File: src/rtl/buck_sim_pkg.sv
// buck_sim_pkg: solver state type, default coefficients and the shared
// fixed-point multiply-rescale / saturation helpers.
package buck_sim_pkg;

    typedef enum logic [1:0] {
        IDLE = 2'd0,
        CURR = 2'd1,
        VOLT = 2'd2
    } state_t;

    localparam logic [31:0] DEF_K_TL  = 32'h0000_0083;
    localparam logic [31:0] DEF_K_4CT = 32'h0002_0000;
    localparam logic [31:0] DEF_K_G   = 32'h0000_E884;
    localparam logic [31:0] DEF_K_E   = 32'h0000_003B;

    // Wide enough for any DATA_W up to 64 to hold a full product.
    localparam int XW = 128;
    typedef logic signed [XW-1:0] wide_t;

    function automatic wide_t mul_rs(input wide_t a, input wide_t b,
                                     input int frac);
        wide_t p;
        p = a * b;
        return p >>> frac;
    endfunction

    function automatic wide_t lim_of(input int w);
        return wide_t'(1) <<< (w - 1);
    endfunction

    function automatic logic fits(input wide_t x, input int w);
        return (x < lim_of(w)) && (x >= -lim_of(w));
    endfunction

    function automatic wide_t sat_fit(input wide_t x, input int w);
        if (x >= lim_of(w))
            return lim_of(w) - 1;
        if (x < -lim_of(w))
            return -lim_of(w);
        return x;
    endfunction

    function automatic wide_t sat_add(input wide_t a, input wide_t b,
                                      input int w);
        return sat_fit(a + b, w);
    endfunction

endpackage

File: src/rtl/buck_sim_pwm.sv
// buck_sim_pwm: per-timestep PWM counter with duty latched at count 0.
module buck_sim_pwm #(
    parameter int PWM_W      = 10,
    parameter int PWM_PERIOD = 200
) (
    input  logic             clk_i,
    input  logic             rst_i,
    input  logic             latch_i,
    input  logic             adv_i,
    input  logic [PWM_W-1:0] duty_i,
    output logic             sw_o
);

    localparam logic [PWM_W-1:0] LAST = PWM_W'(PWM_PERIOD - 1);

    logic [PWM_W-1:0] cnt;
    logic [PWM_W-1:0] duty_q;
    logic [PWM_W-1:0] duty_eff;

    // At count 0 the freshly latched duty already governs this step.
    always_comb begin
        duty_eff = (cnt == '0) ? duty_i : duty_q;
        sw_o     = cnt < duty_eff;
    end

    always_ff @(posedge clk_i) begin
        if (rst_i) begin
            cnt    <= '0;
            duty_q <= '0;
        end else begin
            if (latch_i && cnt == '0)
                duty_q <= duty_i;
            if (adv_i)
                cnt <= (cnt == LAST) ? '0 : cnt + PWM_W'(1);
        end
    end

endmodule

File: src/rtl/buck_sim_core.sv
// buck_sim_core: two-phase trapezoidal solver for an ideal buck converter.
// Define BUCK_SIM_SAT_EN for clamping arithmetic with a sticky sat_o flag.
module buck_sim_core
    import buck_sim_pkg::*;
#(
    parameter int                       DATA_W     = 32,
    parameter int                       FRAC_W     = 16,
    parameter int                       PWM_W      = 10,
    parameter int                       PWM_PERIOD = 200,
    parameter logic signed [DATA_W-1:0] K_TL       = DEF_K_TL,
    parameter logic signed [DATA_W-1:0] K_4CT      = DEF_K_4CT,
    parameter logic signed [DATA_W-1:0] K_G        = DEF_K_G,
    parameter logic signed [DATA_W-1:0] K_E        = DEF_K_E
) (
    input  logic              clk_i,
    input  logic              rst_i,
    input  logic              run_i,
    input  logic [DATA_W-1:0] vin_i,
    input  logic [PWM_W-1:0]  duty_i,
    output logic [DATA_W-1:0] v_out_o,
    output logic [DATA_W-1:0] i_l_o,
    output logic              sw_o,
    output logic              valid_o,
    output logic              sat_o
);

    typedef logic signed [DATA_W-1:0] fx_t;

    function automatic wide_t ext(input fx_t x);
        return wide_t'(x);
    endfunction

    function automatic fx_t fit(input wide_t x);
`ifdef BUCK_SIM_SAT_EN
        wide_t y;
        y = sat_fit(x, DATA_W);
        return y[DATA_W-1:0];
`else
        return x[DATA_W-1:0];
`endif
    endfunction

    state_t state;
    fx_t    i_l, i_c, v2, v1_q;
    logic   sw;

    buck_sim_pwm #(
        .PWM_W      (PWM_W),
        .PWM_PERIOD (PWM_PERIOD)
    ) u_pwm (
        .clk_i   (clk_i),
        .rst_i   (rst_i),
        .latch_i (state == CURR),
        .adv_i   (state == VOLT),
        .duty_i  (duty_i),
        .sw_o    (sw)
    );

    wide_t w_d, w_tl, w_il, w_4ct, w_ic;
    wide_t w_lc, w_g, w_e, w_v2;
    fx_t   v1, d, p_tl, i_l_nx, p_4ct, i_c_nx;
    fx_t   s_lc, p_g, p_e, v2_nx;

    always_comb begin
        v1     = sw ? vin_i : '0;
        w_d    = ext(v1) - ext(v2);
        d      = fit(w_d);
        w_tl   = mul_rs(ext(d), ext(K_TL), FRAC_W);
        p_tl   = fit(w_tl);
        w_il   = ext(i_l) + ext(p_tl);
        i_l_nx = fit(w_il);
        w_4ct  = mul_rs(ext(v2), ext(K_4CT), FRAC_W);
        p_4ct  = fit(w_4ct);
        w_ic   = ext(p_4ct) - ext(i_c);
        i_c_nx = fit(w_ic);
        // VOLT sees the i_l/i_c just committed in CURR.
        w_lc   = ext(i_l) + ext(i_c);
        s_lc   = fit(w_lc);
        w_g    = mul_rs(ext(s_lc), ext(K_G), FRAC_W);
        p_g    = fit(w_g);
        w_e    = mul_rs(ext(v1_q), ext(K_E), FRAC_W);
        p_e    = fit(w_e);
        w_v2   = ext(p_g) + ext(p_e);
        v2_nx  = fit(w_v2);
    end

    always_ff @(posedge clk_i) begin
        if (rst_i) begin
            state   <= IDLE;
            i_l     <= '0;
            i_c     <= '0;
            v2      <= '0;
            v1_q    <= '0;
            v_out_o <= '0;
            i_l_o   <= '0;
            sw_o    <= 1'b0;
            valid_o <= 1'b0;
        end else begin
            valid_o <= 1'b0;
            unique case (state)
                IDLE: begin
                    if (run_i)
                        state <= CURR;
                end
                CURR: begin
                    i_l   <= i_l_nx;
                    i_c   <= i_c_nx;
                    v1_q  <= v1;
                    sw_o  <= sw;
                    state <= VOLT;
                end
                VOLT: begin
                    v2      <= v2_nx;
                    v_out_o <= v2_nx;
                    i_l_o   <= i_l;
                    valid_o <= 1'b1;
                    state   <= run_i ? CURR : IDLE;
                end
                default: state <= IDLE;
            endcase
        end
    end

`ifdef BUCK_SIM_SAT_EN
    logic sat_q, ovf_c, ovf_v;

    always_comb begin
        ovf_c = !fits(w_d, DATA_W) || !fits(w_tl, DATA_W)
             || !fits(w_il, DATA_W) || !fits(w_4ct, DATA_W)
             || !fits(w_ic, DATA_W);
        ovf_v = !fits(w_lc, DATA_W) || !fits(w_g, DATA_W)
             || !fits(w_e, DATA_W) || !fits(w_v2, DATA_W);
    end

    always_ff @(posedge clk_i) begin
        if (rst_i)
            sat_q <= 1'b0;
        else if ((state == CURR && ovf_c) || (state == VOLT && ovf_v))
            sat_q <= 1'b1;
    end

    assign sat_o = sat_q;
`else
    assign sat_o = 1'b0;
`endif

endmodule
File: config.mk
export PLATFORM = sky130hd
export DESIGN_NAME = buck_sim_core
export DESIGN_NICKNAME = d
export VERILOG_FILES = /design/src/rtl/buck_sim_pkg.sv /design/src/rtl/buck_sim_pwm.sv /design/src/rtl/buck_sim_core.sv
export SDC_FILE = /design/constraint.sdc
export NUM_CORES = 2
export LEC_CHECK = 0
export ABC_AREA = 1
export CORE_ASPECT_RATIO = 0.8
export CORE_MARGIN = 2
export CORE_UTILIZATION = 65
export DETAILED_ROUTE_END_ITERATION = 16
export PLACE_DENSITY = 0.89
export SYNTH_ARGS = -nofsm -noshare
export SYNTH_HDL_FRONTEND = slang
export SYNTH_SLANG_ARGS = --single-unit
File: constraint.sdc
create_clock -name clk_i -period 10.9 [get_ports clk_i]
set_input_delay 2.18 -clock clk_i [delete_from_list [all_inputs] [get_ports clk_i]]
set_output_delay 2.18 -clock clk_i [all_outputs]
set_load 0.1 [all_outputs]
==> flow_summary.toml <==
[timing]
setup_viol = 0
fin_crit_sh_pct = 96.4
slew_headroom_pct = 19.3
finalClockSkew_ns = 0.0138
period_needed_ns = 10.51
whs_ns = 0.466
worstMarginPinSlew_ns = 1.21
max_freq_mhz = 95.2
hold_violations = 0
drv_slew = 0

[floorplanning]
initial_core_util_pct = 65.6
ios = 112
row_count = 71
die-height_um = 198
core_area_um2 = 46800
die-area_um2 = 49000
die_width_um = 247

[logic_synthesis]
synth_top_cells_by_area = "ha_1, fa_1, dfxtp_1"
synth_ff_type = "dfxtp_1"
yosysMostFrequentCell = "inv_1"
ys_seq_area_share_pct = 11.9
ys_warn_count = 0
async_reset_ff_share_pct = 0
synth_common_cells = "inv_1, ha_1, nand2_1, a21oi_1, nor2_1"
syn_area_um2 = 30700
ys_ff_latch = 183
syn-num-nets = 4988
post-synth-top-area-cell = "ha_1"
syn-mean-instance-area_um2 = 7.50
synth_enable_flop_cells = 0
syn_inst = 4094
synth_top_area_share_pct = 25.0
ys_types = 59

[drt]
wire_per_inst_um = 18.7
viasPerCell = 5.96
vias = 28800
wl_mm = 90.4
initialDrtViolationCount = 2948
firstDrtPassIters = 8
drc = 0
antenna_left = 0

[hold_path]
hold_path.class = "reg2reg"

[setup_path]
cp_common_cell = "ha_1"
worst_setup_path_start_kind = "input pin"
critPathMaxStageDelay_ns = 0.54
cp_slowest_cell = "fa_1"
worstSetupPathType = "in2reg"
critical_path_arrival_ns = 10.85
crit_required_ns = 11.24
worst_setup_path_end_kind = "flip-flop"
cp_max_fo = 11

[placement]
gp_congestion = 1.04
port_buffers = 110
hpwl_mm = 75.6
placed_area_um2 = 32500

[grt]
first_global_vias = 27300
grt_antenna_before_repair = 0
overflow = 0
grt_max_degree = 86
grt_pass1_wl_mm = 142
grtUsageTotal_pct = 36.7

[cts]
cts_tree = "yes"
clock_latency_ns = 0.45
cts-root-buf = "clkbuf_16"
htreeDepth = 4
cts.sinks = 183
cts_buffer_depth = 2
clk_pin_slew_worst_paths_ns = 0.08
cts_buffers = 17

[layout]
num_antenna_cells = 0
nFillCells = 3687
syn_to_final_growth_pct = 8.95
post-route-cell-area_um2 = 33400
drive_gt1_share_pct = 4.02
final_nets = 5084

[job]
drv_cap = 0

[run_status]
status = "finished clean"
[through the flow]
stage          worst slack [ns]  util [%]  setup TNS (ns)  cells
6_report                  0.391      71.4               0   4823
5_1_grt                 -0.0260      71.4         -0.0653   4823
4_1_cts                   0.298      70.8               0   4817
3_5_place_dp            -0.0847      69.4          -0.285   4785
3_3_place_gp             0.0364      69.4               0   4785
2_1_floorplan              1.56         -               0   4094
[area by class of cell]
type / count / area [um^2] / share of cell area (%)
Sequential cell: 183 / 3660 / 11.0
Multi-Input combinational cell: 3083 / 24200 / 72.3
Clock buffer: 18 / 439 / 1.31
Clock inverter: 14 / 180 / 0.539
Tap cell: 620 / 776 / 2.32
Timing Repair Buffer: 139 / 1340 / 4.02
Inverter: 766 / 2880 / 8.60
[kinds of logic after synthesis]
group / share of synthesized area, %
adders and majority gates: 40.4
other: 0.0122
DFF: 11.9
and+or+nand+nor: 15.6
AOI/OAI and AO/OA: 15.9
buffers and inverters: 10.1
xor gates and xnor gates: 5.96
[cell usage in the layout (no fill, tap or decap), drive strengths merged, types with 109 or more instances in the layout]
cell type	count
inv	773
ha	613
nand2	580
a21oi	407
nor2	327
o21ai	276
fa	236
dfxtp	183
nand3	162
xor2	128
clkdlybuf4s50	109
[per-layer routing]
layer	track usage, %	vias to the layer above	wire (um)
li1	-	13700	-
met1	51.7	13300	39100
met2	56.5	1508	38100
met3	6.17	261	9600
met4	13.1	0	3500
met5	0	-	0
[critical path: cells and delay by family]
kind | cells | cell delay (ns)
xor gates and xnor gates | 3 | 0.59
AOI/OAI and AO/OA | 15 | 2.75
buffers and inverters | 9 | 1.25
adders and majority gates | 8 | 2.63
and+or+nand+nor | 13 | 1.40
[registers in the layout, indices dropped and copies added, names as in the netlist]
signal        flops
valid_o           1
i_l_o            32
u_pwm.cnt        10
i_c              31
v2               32
v1_q             32
i_l              32
sw_o              1
u_pwm.duty_q     10
state             2
[repair_timing]
item                                   4_1_cts  5_1_grt
gates resized for setup                      0       51
endpoints found under the hold margin        0        0
buffers inserted                             0        5
setup endpoints to repair                    0       17
hold buffers                                 0        0
[path summary, 6_finish.rpt]
check,start,slack (ns),to,cells past startpoint
setup / recovery,duty_i[5],0.39,i_l[27],48
hold / removal,u_pwm.duty_q[1],0.47,u_pwm.duty_q[1],2
setup reg to reg,u_pwm.cnt[0],1.26,i_l[27],53
hold reg to reg,u_pwm.duty_q[1],0.47,u_pwm.duty_q[1],2
Power is left out: the tool's default activity adds up to more than one toggle a clock period on the data nets, which glitch-free logic cannot reach.
